<file path="src/rtl/mul_div_unit_if.sv">
// Request/response bundle for the iterative multiply/divide unit.
// The requester drives the operands; the unit drives status and result.
interface mul_div_unit_if #(
  parameter int WIDTH = 32
);
  logic             start;
  logic [1:0]       op;
  logic [WIDTH-1:0] op_a;
  logic [WIDTH-1:0] op_b;
  logic             ready;
  logic             busy;
  logic             done;
  logic [WIDTH-1:0] result;

  modport master (
    output start, op, op_a, op_b,
    input  ready, busy, done, result
  );

  modport slave (
    input  start, op, op_a, op_b,
    output ready, busy, done, result
  );
endinterface

</file>
<file path="src/rtl/mul_div_unit.sv">
// Iterative unsigned MUL/MULHU/DIVU/REMU, one bit per cycle.
// Multiply and divide share one {hi, lo} working register.
module mul_div_unit #(
  parameter int WIDTH = 32
) (
  input  logic         clk,
  input  logic         rst_n,
  mul_div_unit_if.slave mdu
);
  localparam int CW = $clog2(WIDTH);
  localparam int AW = 2 * WIDTH + 1;

  localparam logic [1:0] IDLE = 2'd0;
  localparam logic [1:0] RUN  = 2'd1;
  localparam logic [1:0] DONE = 2'd2;

  logic [1:0]       state;
  logic [CW-1:0]    cnt;
  logic [1:0]       op_q;
  logic [WIDTH-1:0] b_q;
  logic [AW-1:0]    acc;
  logic [AW-1:0]    acc_nxt;
  logic [WIDTH-1:0] addend;
  logic [WIDTH:0]   sum;
  logic [WIDTH+1:0] trial;
  logic [WIDTH-1:0] result_q;

  // Multiply: {carry,hi,lo}; divide: {rem[32:0],quo} in the same bits.
  always_comb begin
    addend  = acc[0] ? b_q : '0;
    sum     = acc[AW-1:WIDTH] + {1'b0, addend};
    trial   = acc[AW-1:WIDTH-1] - {2'b00, b_q};
    acc_nxt = acc;
    if (!op_q[1]) begin
      acc_nxt = {1'b0, sum, acc[WIDTH-1:1]};
    end else if (!trial[WIDTH+1]) begin
      acc_nxt = {trial[WIDTH:0], acc[WIDTH-2:0], 1'b1};
    end else begin
      acc_nxt = {acc[AW-2:WIDTH-1], acc[WIDTH-2:0], 1'b0};
    end
  end

  always_ff @(posedge clk) begin
    if (!rst_n) begin
      state    <= IDLE;
      cnt      <= '0;
      op_q     <= '0;
      b_q      <= '0;
      acc      <= '0;
      result_q <= '0;
    end else begin
      case (state)
        IDLE: begin
          if (mdu.start) begin
            state <= RUN;
            op_q  <= mdu.op;
            b_q   <= mdu.op_b;
            acc   <= {{(WIDTH+1){1'b0}}, mdu.op_a};
            cnt   <= '0;
          end
        end
        RUN: begin
          acc <= acc_nxt;
          cnt <= cnt + CW'(1);
          if (cnt == CW'(WIDTH-1)) begin
            state    <= DONE;
            // op[0] picks the high half: MULHU product-hi, REMU remainder
            result_q <= op_q[0] ? acc_nxt[2*WIDTH-1:WIDTH]
                                : acc_nxt[WIDTH-1:0];
          end
        end
        DONE:    state <= IDLE;
        default: state <= IDLE;
      endcase
    end
  end

  assign mdu.ready  = (state == IDLE);
  assign mdu.busy   = (state == RUN);
  assign mdu.done   = (state == DONE);
  assign mdu.result = result_q;
endmodule

</file>
<file path="src/flat_wrapper.sv">
// flat-port wrapper written by rule: the top's interface ports become plain ports
module mul_div_unit_flat 
#(
  parameter int WIDTH = 32
)
  (clk, rst_n, mdu_start, mdu_op, mdu_op_a, mdu_op_b, mdu_ready, mdu_busy, mdu_done, mdu_result);
  mul_div_unit_if #(.WIDTH(WIDTH)) mdu_i ();
  input  logic clk;
  input  logic rst_n;
  input wire logic [$bits(mdu_i.start)-1:0] mdu_start;
  input wire logic [$bits(mdu_i.op)-1:0] mdu_op;
  input wire logic [$bits(mdu_i.op_a)-1:0] mdu_op_a;
  input wire logic [$bits(mdu_i.op_b)-1:0] mdu_op_b;
  output wire logic [$bits(mdu_i.ready)-1:0] mdu_ready;
  output wire logic [$bits(mdu_i.busy)-1:0] mdu_busy;
  output wire logic [$bits(mdu_i.done)-1:0] mdu_done;
  output wire logic [$bits(mdu_i.result)-1:0] mdu_result;
  assign mdu_i.start = mdu_start;
  assign mdu_i.op = mdu_op;
  assign mdu_i.op_a = mdu_op_a;
  assign mdu_i.op_b = mdu_op_b;
  assign mdu_ready = mdu_i.ready;
  assign mdu_busy = mdu_i.busy;
  assign mdu_done = mdu_i.done;
  assign mdu_result = mdu_i.result;
  mul_div_unit #(.WIDTH(WIDTH)) u_core (.clk(clk), .rst_n(rst_n), .mdu(mdu_i));
endmodule
</file>
<file path="config.mk">
export PLATFORM = sky130hd
export DESIGN_NAME = mul_div_unit_flat
export DESIGN_NICKNAME = d
export VERILOG_FILES = /design/src/rtl/mul_div_unit_if.sv /design/src/rtl/mul_div_unit.sv /design/src/flat_wrapper.sv
export SDC_FILE = /design/constraint.sdc
export NUM_CORES = 1
export LEC_CHECK = 0
export ABC_AREA = 1
export CORE_ASPECT_RATIO = 0.6
export CORE_MARGIN = 3
export CORE_UTILIZATION = 44
export CTS_CLUSTER_DIAMETER = 40
export DETAILED_ROUTE_END_ITERATION = 6
export SYNTH_ARGS = -nofsm -noshare
export SYNTH_HDL_FRONTEND = slang
export SYNTH_SLANG_ARGS = --single-unit
</file>
<file path="constraint.sdc">
create_clock -name clk -period 5.3 [get_ports clk]
set_input_delay 0.795 -clock clk [delete_from_list [all_inputs] [get_ports clk]]
set_output_delay 0.795 -clock clk [all_outputs]
set_load 0.05 [all_outputs]
</file>
==> out/qor.yml, run 1 <==
run_status:
  status: "complete, no violations"
timing:
  hold_viol: 0
  period_share_pct: 63.9
  rsz0062_at_grt: "false"
  fmax_ghz: 0.295
  fin_ws_ps: 1920
  clock_skew_ps: 7.70
  final_max_slew_viol_count: 0
  final.setup.tns_ps: 0
  setup_viol: 0
  slew-limit-headroom_pct: 20.2
  tightest_slew_ps: 1200
  min_period_ps: 3380
floorplanning:
  start_util_pct: 45.5
  io_pins: 104
  die_w_um: 217
  dieArea_um2: 28600
  rows: 45
  core_area_um2: 25700
  dieHeight_um: 132
clock_network:
  clockBufferDepth: 2
  path_clk_slew_ps: 60
  cts.repair.resized: 0
  clk_latency_ps: 440
  htreeDepth: 4
  cts_hold_buffers: 0
  cts_root_buf: "clkbuf_16"
  postCtsSetupBuffers: 0
  tritoncts: "done"
  cts_made_buffers: 17
  cts.sink_count: 138
placed_design:
  place_congestion: 1.01
  port_buffers: 103
  dpl-instance-area_um2: 12900
  hpwl_um: 32600
  pre_cts_ws_ps: 2050
setup_path:
  cp-end-kind: "flop"
  crit_path_start_kind: "flop"
  path_class: "flop to flop"
  required_ps: 5600
  path_max_fanout: 23
  r2r_slack_ps: 1920
  critPathArrivalTime_ps: 3690
flow_run:
  cap_violations: 0
finish:
  final_layout_size_suffix_gt1_share_pct: 3.21
  antenna_cells: 0
  fill_cells: 2815
  final_area_um2: 13500
  nets: 2244
  multiInputGateArea_um2: 7210
  final_util_pct: 52.5
  area_delta_synth_final_pct: 15.5
  seq_area_um2: 2770
power_and_ir_drop:
  p_total_w: 0.00307
  peakVddDrop_v: 0.000148
  p_per_area_nw_per_um2: 227
  p_leak_nw: 6.99
drt:
  drt_iter0_markers: 1362
  dr.pass1.iters: 5
  via_per_inst: 5.27
  drc: 0
  routed_wl_um: 42200
  via_count: 13000
  top_layer: "met5"
  routedWlPerCell_um: 17.1
  drt-met1-wl_um: 21100
  detail-route-antenna-nets: 0
  routed-wl-met3_um: 3800
  dr_wl_met2_um: 16600
yosys:
  syn_nets: 2190
  syn_area_um2: 11700
  yosysTopAreaCell: "dfxtp_1"
  syn_area_per_cell_um2: 5.70
  synth-seq-cells: 138
  synthTopCellsByArea: "dfxtp_1, nand2_1, inv_1, nand3_1, a21oi_1"
  ys_seq_area_share_pct: 23.6
  ys_types: 38
  synth_cells: 2053
  yosysWarnings: 0
  synth_top_area_share_pct: 23.6
global_route:
  track_usage_pct: 29.1
  grt_pass1_vias: 11400
  grt.overflow.total: 0
  antenna_found_initial: 0
  grt_pass1_wl_um: 65200
  grt_max_degree: 108
min_path:
  worst_hold_path_type: "flop to flop"
==> worst paths after layout <==
check	from	to	cells past startpoint
max reg2reg	u_core.b_q[10]$_SDFFE_PN0P_	u_core.mdu.result[19]$_SDFFE_PN0P_	18
max	u_core.b_q[10]$_SDFFE_PN0P_	u_core.mdu.result[19]$_SDFFE_PN0P_	18
min	u_core.mdu.result[26]$_SDFFE_PN0P_	u_core.mdu.result[26]$_SDFFE_PN0P_	2
min reg2reg	u_core.mdu.result[26]$_SDFFE_PN0P_	u_core.mdu.result[26]$_SDFFE_PN0P_	2
==> cell type report <==
cell class / count / area share [%]
tap: 352 / 3.26
clock buffer: 24 / 3.64
timing repair buffer: 113 / 8.15
inverter: 369 / 10.3
multi-input combinational: 1468 / 53.4
clock inverter: 6 / 0.834
sequential: 138 / 20.5
==> per-stage QoR <==
stage / cells / hold WS [ps]
2_1_floorplan: 2053 / 444
3_3_place_gp: 2440 / 452
3_5_place_dp: 2440 / 456
4_1_cts: 2470 / 466
5_1_grt: 2470 / 488
6_report: 2470 / 464
==> worst max-delay path, stage by stage (launching register included) <==
cell and delay (ps):
dfxtp_1 380, inv_1 100, ha_1 340, nand2_1 90, nand2_1 100, nand2_1 80, nand3_1 80, nand2_1 110
nand2_1 110, inv_1 100, nand2_2 100, nand2_4 110, nand3_2 400, nand2_2 590, nand2_1 90, nand3_1 120
nand3_1 150, nand2_1 100, a21oi_1 60
==> where the power goes <==
group	switching (W)	internal [W]
sequential	0.0000416	0.00108
clock	0.000485	0.000786
combinational	0.000458	0.000217
total	0.000985	0.00209
==> layer usage <==
layer  vias up  global-route usage [%]
met3        42                    7.88
met4         2                    6.78
met5         -                    2.00
met1      5917                    44.7
li1       6591                       -
met2       455                    39.5
==> sequential cells by signal, summed over array words and instances, names as in the netlist <==
name and count:
u_core.b_q 32, u_core.mdu.result 32, u_core.op_q 2, u_core.state 2, u_core.cnt 5, u_core.acc 65
==> cells in the mapped netlist <==
cell and n:
nand2_1 688, inv_1 364, nand3_1 175, a21oi_1 171, dfxtp_1 138, o21ai_0 136
nor2_1 94, ha_1 66, clkbuf_1 59, o211ai_1 31, nor3_1 18, nand4_1 12
xnor2_1 12, xor2_1 9, buf_2 8, o21bai_1 8, nand2_2 7, buf_6 6
o21a_1 6, buf_1 5, nand3b_1 5, nor2_2 5, inv_2 4, a21o_1 3
nand2_4 3, nand3_2 3, a21boi_0 2, a21oi_2 2, and2_1 2, fa_1 2
nor4_1 2, a221oi_1 1, a31oi_1 1, clkinv_1 1, nor2_4 1, o2111ai_1 1
o21ai_1 1, or2_2 1
==> cells in the final DEF (no fill, tap or decap), types with 2 or more instances in the layout <==
cell type          n
xnor2_1           12
bufinv_16          3
and2_1             2
a21oi_1          171
clkdlybuf4s50_1  102
clkbuf_1           3
dfxtp_1          136
nand4_1           12
nor2_1            93
a21oi_2            2
o21bai_1           8
inv_1            364
dfxtp_2            2
o21ai_0          136
nand3b_1           5
nor3_1            18
a21o_1             3
fa_1               2
clkbuf_16         17
nand2_2            8
ha_1              66
o21a_1             6
nand3_2            3
nand3_1          175
buf_4             10
a21boi_0           2
clkbuf_8           4
inv_2              4
clkinv_4           2
nand2_1          687
o211ai_1          31
nor2_4             2
xor2_1             9
nor2_2             5
nor4_1             2
nand2_4            3
==> cell families after synthesis <==
kind of cell             Yosys count  synth area share (%)
AO/OA/AOI/OAI                    363                  16.7
XOR/XNOR                          21                  1.57
adder cells (fa/ha/maj)           68                  7.40
buffers and inverters            447                  14.8
flip-flops                       138                  23.6
AND/OR/NAND/NOR                 1016                  35.9
(Power assumes the default switching activity.)
==> inputs of run 2 (changes only) <==
clock period = 3.45 ns   (was 5.3 ns; I/O delays follow)
==> out/qor.yml, run 2 (same netlist as run 1, synthesis figures left out) <==
setup_path:
  cpMaxStageDelayCell: "dfxtp_2"
  crit_chain: "buf_12 > nand2_1 > inv_1 > ha_1 > a21oi_1 > o21ai_0 > a21oi_1 > nand2_1 > a21oi_1 > inv_1 > nand2_1 > nand3_1 > nand3_1 > nand2_1 > a21oi_1"
  path_class: "flop to flop"
  crit_start: "u_core.acc[0]$_SDFFE_PN0P_"
  rr_endpoint: "u_core.mdu.result[22]$_SDFFE_PN0P_"
  rr_worst_depth: 15  # -3
  required_ps: 3830  # -1770 ps
  path_max_fanout: 26  # +13%
  r2r_slack_ps: 360  # -1550 ps
  critPathArrivalTime_ps: 3460  # -230 ps
  cp-end-kind: "flop"
  critPathCapture: "u_core.mdu.result[22]$_SDFFE_PN0P_"
  regToRegStartpoint: "u_core.acc[0]$_SDFFE_PN0P_"
  crit_path_max_incr_delay_ps: 510  # -80 ps
  crit_path_start_kind: "flop"
global_route:
  grt.overflow.total: 0  # unchanged
  grt_pass1_vias: 11700  # +2.6%
  grt_pass1_wl_um: 66700  # +2.2%
  antenna_found_initial: 0  # unchanged
  track_usage_pct: 29.8  # +0.70 points
  grt_max_degree: 108  # unchanged
placed_design:
  hpwl_um: 33400  # +2.3%
  place_congestion: 1.01  # about the same
  dpl-instance-area_um2: 13000  # +0.83%
  port_buffers: 103  # unchanged
power_and_ir_drop:
  p_per_area_nw_per_um2: 341  # +50%
  peakVddDrop_v: 0.000209  # +42%
  p_leak_nw: 7.04  # +0.67%
finish:
  top_register: "u_core.acc"
  area_delta_synth_final_pct: 16.1
  final_area_um2: 13600  # +0.55%
  nets: 2255  # +0.49%
  antenna_cells: 0  # unchanged
  final_layout_size_suffix_gt1_share_pct: 4.04  # +0.83 points
  largest_reg_flops: 65  # unchanged
  final_common_cell: "nand2_1"
  layout_common_cells: "nand2_1, inv_1, nand3_1"
clock_network:
  tritoncts: "done"
  cts_made_buffers: 17  # unchanged
  cts_hold_buffers: 0  # unchanged
  cts.sink_count: 138  # unchanged
  clk_latency_ps: 450  # about the same
  clockBufferDepth: 2  # unchanged
  cts_root_buf: "clkbuf_16"
  path_clk_slew_ps: 70  # about the same
  htreeDepth: 4  # unchanged
timing:
  tightest_slew_ps: 1230  # +34.0 ps
  rsz0062_at_grt: "false"
  final_max_slew_viol_count: 0  # unchanged
  clock_skew_ps: 10.5  # +2.78 ps
  setup_viol: 0  # unchanged
  slew-limit-headroom_pct: 17.9  # -2.3 points
  period_share_pct: 89.4  # +26 points
  hold_viol: 0  # unchanged
  final.setup.tns_ps: 0  # unchanged
  fmax_ghz: 0.324  # +9.7%
  min_period_ps: 3090  # -299 ps
drt:
  routedWlPerCell_um: 17.4  # +2.0%
  routed_wl_um: 43300  # +2.5%
  drc: 0  # unchanged
  drt_iter0_markers: 1567  # +15%
  via_per_inst: 5.31  # +0.88%
  dr.pass1.iters: 5  # unchanged
  detail-route-antenna-nets: 0  # unchanged
  via_count: 13200  # +1.4%
floorplanning:
  dieHeight_um: 132  # unchanged
  io_pins: 104  # unchanged
  dieArea_um2: 28600  # unchanged
  core_area_um2: 25700  # unchanged
  rows: 45  # unchanged
  start_util_pct: 45.5  # unchanged
  die_w_um: 217  # unchanged
min_path:
  worst_hold_path_type: "flop to flop"
flow_run:
  cap_violations: 0  # unchanged
run_status:
  status: "complete, no violations"
[run 2: worst min path at each step]
stage	slack [ps]	startpoint	cells after the start	endpoint
after floorplan	440	u_core.cnt[4]$_SDFFE_PN0P_	2	u_core.cnt[4]$_SDFFE_PN0P_
after global placement	450	u_core.mdu.result[27]$_SDFFE_PN0P_	2	u_core.mdu.result[27]$_SDFFE_PN0P_
after detailed placement	450	u_core.mdu.result[29]$_SDFFE_PN0P_	2	u_core.mdu.result[29]$_SDFFE_PN0P_
after CTS	460	u_core.mdu.result[29]$_SDFFE_PN0P_	2	u_core.mdu.result[29]$_SDFFE_PN0P_
after global routing	480	u_core.mdu.result[29]$_SDFFE_PN0P_	2	u_core.mdu.result[29]$_SDFFE_PN0P_
final	460	u_core.mdu.result[29]$_SDFFE_PN0P_	2	u_core.mdu.result[29]$_SDFFE_PN0P_
[run 2: repair_timing]
action	in CTS	in global routing
gates resized for setup	0	2
endpoints found under the hold margin	0	0
setup buffers	0	0
endpoints found under the setup margin	0	5
[run 2: critical path: cells and delay by family, from the launching register on]
| kind | cells | cell delay [ps] |
|---|---|---|
| fa+ha+maj | 1 | 280 |
| buf+inv | 3 | 360 |
| flops | 1 | 510 |
| compound gates | 5 | 1150 |
| simple gates | 6 | 680 |
[run 2: per-layer routing]
metal,vias up,wire length (um),global-route usage [%]
li1,6616,-,-
met1,6039,21400,45.0
met2,479,17300,41.5
met3,56,3720,8.22
met4,0,822,6.85
met5,-,0,0
[run 2: final cells by class]
cell class	instances	area, um^2
Clock buffer	17	425
Tap cell	352	440
Clock inverter	15	140
Sequential cell	138	2770
Fill cell	2827	12100
Timing Repair Buffer	124	1210
Inverter	369	1390
Multi-Input combinational cell	1468	7220
[run 2: through the flow]
stage                     std cells  utilization, %  power (W)  hold slack [ps]  worst slack, ps
after floorplan                2053               -    0.00243              444              943
after CTS                      2483            52.8    0.00463              464              115
after global routing           2483            52.8    0.00485              482             97.8
after global placement         2451            50.6    0.00279              451              103
final                          2483            52.8    0.00463              465              364
after detailed placement       2451            50.6    0.00280              455              140
[run 2: where the power goes]
group	total (W)	internal (W)	switching [W]	leakage [nW]
registers	0.00172	0.00166	0.0000568	1.13
clock network	0.00185	0.00100	0.000843	0.279
logic	0.00107	0.000347	0.000720	5.63
==> inputs of run 3 (changes only) <==
CORE_UTILIZATION = 36   (was 44)
==> out/qor.yml, run 3 (same netlist as run 1, synthesis figures left out) <==
run_status:
  status: "complete, no violations"
timing:
  hold_viol: 0  # unchanged
  period_share_pct: 90.9  # +1.4 points
  clock_skew_ps: 12.4  # +1.95 ps
  tightest_slew_ps: 1170  # -62.5 ps
  fmax_ghz: 0.319  # -1.6%
  final.setup.tns_ps: 0  # unchanged
  setup_viol: 0  # unchanged
  slew-limit-headroom_pct: 22.2  # +4.3 points
  min_period_ps: 3130  # +49.3 ps
  rsz0062_at_grt: "false"
  final_max_slew_viol_count: 0  # unchanged
finish:
  fill_cells: 3433  # +21%
  antenna_cells: 0  # unchanged
  layout_common_cells: "nand2_1, inv_1, nand3_1"
  largest_reg_flops: 65  # unchanged
  area_delta_synth_final_pct: 16.8
  nets: 2252  # -0.13%
  final_common_cell: "nand2_1"
  stdcell_count: 2543  # +2.4%
  top_register: "u_core.acc"
  final_layout_size_suffix_gt1_share_pct: 3.71  # -0.32 points
clock_network:
  postCtsSetupBuffers: 0  # unchanged
  path_clk_slew_ps: 60  # about the same
  cts_hold_buffers: 0  # unchanged
  htreeDepth: 4  # unchanged
  cts_made_buffers: 17  # unchanged
  tritoncts: "done"
  clk_latency_ps: 450  # about the same
  cts.repair.resized: 0  # unchanged
  cts_root_buf: "clkbuf_16"
  clockBufferDepth: 2  # unchanged
  cts.sink_count: 138  # unchanged
drt:
  routedWlPerCell_um: 17.4  # -0.33%
  drt_iter0_markers: 1178  # -25%
  via_per_inst: 5.12  # -3.7%
  detail-route-antenna-nets: 0  # unchanged
  dr.pass1.iters: 6  # +1
  via_count: 13000  # -1.3%
  drc: 0  # unchanged
  routed_wl_um: 44200  # +2.1%
global_route:
  grt_max_degree: 108  # unchanged
  grt_pass1_vias: 12000  # +3.2%
  antenna_found_initial: 0  # unchanged
  track_usage_pct: 25.3  # -4.6 points
  grt.overflow.total: 0  # unchanged
  grt_pass1_wl_um: 68300  # +2.4%
floorplanning:
  io_pins: 104  # unchanged
  die_w_um: 239  # +10%
  core_area_um2: 31600  # +23%
  rows: 50  # +11%
  dieHeight_um: 146  # +10%
  dieArea_um2: 34800  # +21%
  start_util_pct: 37.0  # -8.4 points
setup_path:
  crit_path_start_kind: "flop"
  cp-end-kind: "flop"
  path_class: "flop to flop"
  critPathArrivalTime_ps: 3520  # +60 ps
  path_max_fanout: 22  # -15%
  required_ps: 3830  # about the same
placed_design:
  place_congestion: 1.00  # -1.1%
  dp_cells: 2512  # +2.5%
  port_buffers: 103  # unchanged
  hpwl_um: 34700  # +3.9%
power_and_ir_drop:
  p_per_area_nw_per_um2: 345  # +1.3%
  peakVddDrop_v: 0.000364  # +74%
  p_leak_nw: 7.03  # about the same
min_path:
  worst_hold_path_type: "flop to flop"
flow_run:
  cap_violations: 0  # unchanged
==> run 3: changes by cell type in the layout (fill, tap and decap cells not counted) <==
cell and delta:
clkbuf_1 +1, buf_4 -3, a21oi_2 -1, bufinv_16 +1, inv_6 -4, dfxtp_1 +1
clkinv_4 -3, clkbuf_16 +1, a21oi_1 +1, dfxtp_4 +1, clkinv_2 +1, clkbuf_8 +2
dfxtp_2 -2
==> run 3: worst paths after layout <==
| path | startpoint | to | slack [ps] | cells after the start |
|---|---|---|---|---|
| worst max register to register | u_core.acc[0]$_SDFFE_PN0P_ | u_core.mdu.result[31]$_SDFFE_PN0P_ | 320 | 15 |
| worst min-delay path | u_core.mdu.result[29]$_SDFFE_PN0P_ | u_core.mdu.result[29]$_SDFFE_PN0P_ | 470 | 2 |
| worst min register to register | u_core.mdu.result[29]$_SDFFE_PN0P_ | u_core.mdu.result[29]$_SDFFE_PN0P_ | 470 | 2 |
| worst max-delay path | u_core.acc[0]$_SDFFE_PN0P_ | u_core.mdu.result[31]$_SDFFE_PN0P_ | 320 | 15 |
==> run 3: critical path, cell delays in order, from the launching register on <==
cell and delay [ps]:
dfxtp_1 620, buf_12 220, nand2_1 70, inv_1 50
ha_1 280, a21oi_1 250, o21ai_0 240, a21oi_1 390
nand2_1 240, nand3_1 150, nand2_1 60, nand2_1 60
nand3_1 90, nand3_1 160, nand2_1 60, a21oi_1 110
==> run 3: power breakdown <==
part / total (W) / internal (W) / switching, W
logic: 0.00107 / 0.000349 / 0.000724
registers: 0.00172 / 0.00166 / 0.0000544
clock network: 0.00193 / 0.00114 / 0.000792
==> run 3: layout make-up <==
type	count	area, um^2	share of cell area [%]
inverter	369	1390	10.1
clock inverter	10	114	0.833
clock buffer	21	482	3.52
multi-input combinational	1468	7210	52.8
timing repair buffer	121	1190	8.68
tap	416	520	3.81
sequential	138	2770	20.2
==> run 3: layer usage <==
metal	vias to the layer above	wire, um	GRT usage (%)
met5	-	63	1.38
met4	2	639	5.83
met3	43	3340	5.51
met2	407	17200	35.2
met1	5944	22900	38.8
li1	6616	-	-
==> run 3: stage by stage <==
step                      power, W  hold slack, ps  worst slack (ps)  area [um^2]  utilization, %
final                      0.00472             467               315        13700            43.3
after global routing       0.00495             484              78.4        13700            43.3
after CTS                  0.00473             468               431        13700            43.3
after detailed placement   0.00281             458               448        13100            41.4
after global placement     0.00280             454               428        13100            41.4
after floorplan            0.00243             444               943        11700               -
